$ cat src/rtl/pwm_multi_ctrl.sv
// ---------------------------------------------------------------------------
// pwm_multi_ctrl
//   Multi-channel PWM generator with double-buffered period/duty registers.
//   Each channel owns a period shadow (PS) and duty shadow (DS) written through
//   a shared write port. At every period boundary, and continuously while the
//   channel is disabled, the shadows and the CENTER mode bit are copied into
//   the active registers (PA, DA, MA). A running period therefore never sees a
//   half-applied update.
//
//   Modes:
//     edge-aligned   : CNT counts 0..PA-1 and wraps. The period is PA cycles.
//     center-aligned : CNT counts up 0..PA-1, then down PA-1..0. Each end value
//                      is held for one cycle while DIR turns. The period is
//                      2*PA cycles.
//   PA = 0 means every cycle is a boundary and the output stays at the
//   inactive level.
//
//   Write port handshake: a write is accepted on every rising CLK edge where
//   WR_EN=1. There is no back-pressure. A write to a channel index >= NCH
//   matches no channel and is dropped.
//
// Ports
//   CLK          clock, rising edge
//   RST_N        asynchronous active-low reset (clears all state to 0)
//   WR_EN        shadow write strobe
//   WR_CH        target channel of the write
//   WR_SEL       0 = period shadow, 1 = duty shadow
//   WR_DATA      write data
//   ENABLE       per-channel run enable
//   CENTER       per-channel mode request (0 edge, 1 center)
//   POL          per-channel polarity (0 active-high, 1 active-low)
//   PWM_OUT      registered PWM outputs
//   PERIOD_TICK  one-cycle pulse following each period boundary
// ---------------------------------------------------------------------------
module pwm_multi_ctrl #(
  parameter int NCH = 4,
  parameter int CW  = 28
) (
  input  logic                                  CLK,
  input  logic                                  RST_N,
  input  logic                                  WR_EN,
  input  logic [((NCH > 1) ? $clog2(NCH) : 1)-1:0] WR_CH,
  input  logic                                  WR_SEL,
  input  logic [CW-1:0]                         WR_DATA,
  input  logic [NCH-1:0]                        ENABLE,
  input  logic [NCH-1:0]                        CENTER,
  input  logic [NCH-1:0]                        POL,
  output logic [NCH-1:0]                        PWM_OUT,
  output logic [NCH-1:0]                        PERIOD_TICK
);

  localparam int CHW = (NCH > 1) ? $clog2(NCH) : 1;

  for (genvar i = 0; i < NCH; i++) begin : g_ch
    // Only indices below NCH get a decoder, so out-of-range writes hit nothing.
    localparam logic [CHW-1:0] CH_ID = CHW'(i);

    logic [CW-1:0] ps, ds, pa, da, cnt;
    logic          ma, dir;
    logic          pwm_q, tick_q;

    logic [CW-1:0] pa_m1;
    logic [CW-1:0] cnt_nxt;
    logic          dir_nxt;
    logic          boundary;
    logic          wr_hit;

    assign wr_hit = WR_EN && (WR_CH == CH_ID);
    assign pa_m1  = pa - CW'(1);

    // Next counter/direction and boundary detection for an enabled channel.
    // The ">=" compares keep the counter bounded if it ever exceeds PA-1.
    always_comb begin
      boundary = 1'b0;
      cnt_nxt  = cnt;
      dir_nxt  = dir;
      if (pa == '0) begin
        boundary = 1'b1;
        cnt_nxt  = '0;
        dir_nxt  = 1'b0;
      end else if (!ma) begin
        dir_nxt = 1'b0;
        if (cnt >= pa_m1) begin
          cnt_nxt  = '0;
          boundary = 1'b1;
        end else begin
          cnt_nxt = cnt + CW'(1);
        end
      end else if (!dir) begin
        // Reaching the top holds CNT for one cycle while the direction turns.
        if (cnt >= pa_m1) dir_nxt = 1'b1;
        else              cnt_nxt = cnt + CW'(1);
      end else begin
        // Reaching zero going down closes the period.
        if (cnt == '0) begin
          dir_nxt  = 1'b0;
          boundary = 1'b1;
        end else begin
          cnt_nxt = cnt - CW'(1);
        end
      end
    end

    always_ff @(posedge CLK or negedge RST_N) begin
      if (!RST_N) begin
        ps     <= '0;
        ds     <= '0;
        pa     <= '0;
        da     <= '0;
        ma     <= 1'b0;
        cnt    <= '0;
        dir    <= 1'b0;
        pwm_q  <= 1'b0;
        tick_q <= 1'b0;
      end else begin
        // A reload on this same edge sees the old shadow value. The new value
        // waits for the next boundary.
        if (wr_hit && !WR_SEL) ps <= WR_DATA;
        if (wr_hit &&  WR_SEL) ds <= WR_DATA;

        if (!ENABLE[i]) begin
          cnt    <= '0;
          dir    <= 1'b0;
          pa     <= ps;
          da     <= ds;
          ma     <= CENTER[i];
          tick_q <= 1'b0;
          pwm_q  <= POL[i];
        end else begin
          cnt    <= cnt_nxt;
          dir    <= dir_nxt;
          tick_q <= boundary;
          if (boundary) begin
            pa <= ps;
            da <= ds;
            ma <= CENTER[i];
          end
          // The output reflects the counter value before this edge.
          // CNT < PA always holds, so DA >= PA saturates to fully active.
          pwm_q <= (pa == '0) ? POL[i] : ((cnt < da) ^ POL[i]);
        end
      end
    end

    assign PWM_OUT[i]     = pwm_q;
    assign PERIOD_TICK[i] = tick_q;
  end

endmodule
$ cat config.mk
export PLATFORM = sky130hd
export DESIGN_NAME = pwm_multi_ctrl
export DESIGN_NICKNAME = d
export VERILOG_FILES = /design/src/rtl/pwm_multi_ctrl.sv
export SDC_FILE = /design/constraint.sdc
export NUM_CORES = 1
export LEC_CHECK = 0
export ABC_CLOCK_PERIOD_IN_PS = 7900
export CAP_MARGIN = 20
export CORE_MARGIN = 1.5
export CORE_UTILIZATION = 60
export CTS_BUF_LIST = sky130_fd_sc_hd__clkbuf_2
export DETAILED_ROUTE_END_ITERATION = 10
export GPL_TIMING_DRIVEN = 0
export PLACE_DENSITY = 0.87
export SLEW_MARGIN = 5
export SYNTH_ARGS = -nofsm -noshare
export SYNTH_HDL_FRONTEND = slang
export SYNTH_SLANG_ARGS = --single-unit
$ cat constraint.sdc
create_clock -name CLK -period 7.9 [get_ports CLK]
set_input_delay 1.58 -clock CLK [delete_from_list [all_inputs] [get_ports CLK]]
set_output_delay 1.58 -clock CLK [all_outputs]
set_load 0.05 [all_outputs]
==> impl_metrics.yaml <==
placed_design:
  dpl.cell_count: 3725
  place_hpwl_um: 58800
  dp_slack_ns: 1.77
  io_buffers: 51
  routabilityCongestion: 0.934
clock_tree:
  htree_levels: 4
  cts_root_buffer: "clkbuf_2"
  clock_latency_ns: 1.32
  ctsResizeCount: 0
  cts_buffers: 146
  post_cts_buffers: 0
  clk_pin_slew_ns: 0.10
  holdBufCountCts: 0
  clkSinkCount: 576
  cts_tree: "built"
  cts_buffer_depth: 3
timing:
  setup_violations: 0
  max_freq_mhz: 159
  rsz0062_at_grt: "no"
  min_period_ns: 6.30
  whs_ns: 0.308
  drv_slew: 0
  fin_tns_setup_ns: 0
  worst_pin_slew_ns: 1.06
  skew_ns: 0.0646
  relSlewSlack_pct: 28.3
  setup_slack_ns: 1.60
  period_share_pct: 79.7
  final-hold-violation-count: 0
setup_path:
  worst-setup-path-type: "reg2reg"
  worstPathMaxFanout: 10
  rr_startpoint: "g_ch[1].pa[5]"
  crit_chain: "or4_1 -> clkbuf_1 -> or3_1 -> or3_1 -> nor4_1 -> nand2_1 -> xor2_1 -> ha_1 -> nand4_1 -> nor4_1 -> nand3_1 -> o21ai_0 -> nor3_1 -> buf_4 -> nor2_4 -> buf_6 -> clkbuf_1 -> o21ai_0 -> a21oi_1"
  reg2regPathDepth: 19
  required_ns: 9.10
  r2r_end: "g_ch[1].cnt[14]"
  r2r_slack_ns: 1.60
  arrival_ns: 7.50
  cp-start-kind: "flop"
  crit_path_start: "g_ch[1].pa[5]"
  crit_slowest_cell: "nor4_1"
  cp-end-kind: "flop"
  slowest_delay_ns: 0.71
yosys:
  avgSynthCellArea_um2: 10.8
  seq_area_frac_synth_pct: 44.6
  async_flop_share_pct: 100
  synth_edf_count: 0
  synth_nets: 3266
  synth_warnings: 0
  yosys-top-cells-count: "dfrtp_1, mux2_2, ha_1"
  yosysTopAreaCellShare_pct: 44.6
  synth.ff_latch_count: 576
  yosys.area.top_type: "dfrtp_1"
  syn_area_mm2: 0.0323
  yosysMostFrequentCell: "dfrtp_1"
  ys.flop_type: "dfrtp_1"
  yosys-top-cells-area: "dfrtp_1, mux2_2, ha_1, xnor2_1, xor2_1"
  yosys.cell_types.count: 85
  syn-instance-count: 2980
final_layout:
  multi_input_area_mm2: 0.0168
  drive_gt1_share_pct: 22.4
  fin_cells: 3961
  seq_area_mm2: 0.0144
  fillers: 3919
  syn_to_final_growth_pct: 8.65
  nets: 3473
  utilization_pct: 66.4
drt:
  drc_errors: 0
  routed_wl_um: 83100
  routed_via_density: 6.26
  wl_per_cell_um: 21.0
  first_pass_iters: 6
  num_vias: 24809
  drtIter0Drc: 2180
  postRouteAntennaNets: 0
floorplanning:
  start_util_pct: 61.1
  die-area_mm2: 0.0552
  row_count: 84
  die_x_um: 235
  ios: 54
  core_area_mm2: 0.0529
  die-height_um: 235
global_routing:
  grt_pass1_wl_um: 134000
  gr-usage-all-layers_pct: 30.5
  antenna_found_initial: 8
  grt-ovfl-total: 0
  grt_pass1_vias: 25494
  grt_max_degree: 124
min_path:
  hp-class: "in2async"
run_status:
  status: "finished, final reports clean"
power_and_ir_drop:
  p_leak_uw: 0.0161
  ir_worst_vdd_mv: 0.150
  powerDensity_mw_per_mm2: 221
job:
  max_cap_viol_count: 0
[state kept, by name, indices dropped and copies added, names as in the netlist, 112 cells and up]
signal / flops
g_ch.ds: 112
g_ch.pa: 112
g_ch.ps: 112
g_ch.da: 112
g_ch.cnt: 112
[stage by stage]
stage          power, µW  instance area, µm²
2_1_floorplan       5130               32300
3_3_place_gp        5570               33700
3_5_place_dp        5740               33800
4_1_cts             7800               35100
5_1_grt             8200               35100
6_report            7770               35100
[worst max-delay path: cells and delay by family (launching register included)]
family | cells | cell delay, ns
buffers and inverters | 4 | 1.00
xor gates and xnor gates | 1 | 0.17
adders and majority gates | 1 | 0.30
and+or+nand+nor | 10 | 3.50
DFF | 1 | 0.45
AOI/OAI and AO/OA | 3 | 0.77
[where the power goes]
group / internal [µW] / switching [µW]
Sequential: 3520 / 461
Combinational: 872 / 856
Clock: 826 / 1230
[layout make-up]
class / instances / share of cell area, %
repair buffers: 59 / 1.86
clock buffers: 196 / 2.79
inverters: 153 / 1.64
flip-flops and latches: 576 / 41.1
clock inverters: 35 / 0.799
multi-input cells: 2140 / 47.8
plain buffers: 111 / 1.54
well taps: 688 / 2.45
diodes: 3 / 0.0214
[layout by cell type (no fill, tap or decap), types with 8 or more instances in the layout]
| cell | synthesis | routed |
|---|---|---|
| nor4_1 | 48 | 48 |
| buf_2 | 20 | 22 |
| or4_1 | 33 | 33 |
| o21ai_0 | 129 | 129 |
| o31ai_1 | 17 | 17 |
| a21oi_1 | 114 | 114 |
| buf_4 | 22 | 23 |
| or3_1 | 54 | 54 |
| nand4b_1 | 8 | 8 |
| inv_1 | 152 | 152 |
| ha_1 | 240 | 240 |
| nand2_1 | 160 | 160 |
| nor2_1 | 165 | 165 |
| clkbuf_2 | 1 | 197 |
| clkinv_2 | 0 | 8 |
| mux2_1 | 27 | 27 |
| nand3_1 | 91 | 91 |
| a22o_1 | 10 | 10 |
| a21o_1 | 40 | 40 |
| nor2b_1 | 23 | 23 |
| a211oi_1 | 20 | 20 |
| nor3_1 | 92 | 90 |
| nand4_1 | 61 | 61 |
| and2_1 | 9 | 9 |
| or2_2 | 12 | 12 |
| dfrtp_1 | 576 | 576 |
| mux2_2 | 425 | 425 |
| o211ai_1 | 9 | 9 |
| nand2b_1 | 16 | 16 |
| xnor2_1 | 89 | 89 |
| xor2_1 | 79 | 79 |
| and3_1 | 19 | 19 |
| clkdlybuf4s50_1 | 0 | 50 |
| clkbuf_1 | 63 | 63 |
| o22ai_1 | 13 | 13 |
| clkinv_1 | 0 | 17 |
| a31oi_1 | 20 | 20 |
[routing by layer]
metal  track usage [%]  wire, µm  vias up
met5                 0         0        -
met4              12.5      2500        0
met3              6.26      6060      210
met2              50.9     40500     1006
met1              38.8     34000    12319
li1                  -         -    11274
[cell families (layout without fill, tap and decap cells)]
group / after synthesis / in the layout / share of synthesized area, %
other: 0 / 3 / 0
adder cells (fa/ha/maj): 240 / 240 / 9.30
XOR/XNOR: 168 / 168 / 4.55
AO/OA/AOI/OAI: 446 / 446 / 8.77
flip-flops: 576 / 576 / 44.6
buffers and inverters: 264 / 554 / 3.45
multiplexers: 452 / 452 / 15.8
AND/OR/NAND/NOR: 834 / 834 / 13.6
[worst max-delay path by stage]
stage                 endpoint  depth (start not counted)  slack, ns
2_1_floorplan   g_ch[3].da[25]                         18       2.88
5_1_grt         g_ch[1].cnt[8]                         19       1.34
4_1_cts         g_ch[1].da[21]                         18       1.76
6_report       g_ch[1].cnt[14]                         19       1.60
3_3_place_gp     g_ch[0].da[2]                          1     -18.83
3_5_place_dp    g_ch[1].da[14]                         18       1.77
Note: power is estimated with default switching activity, not from simulation.
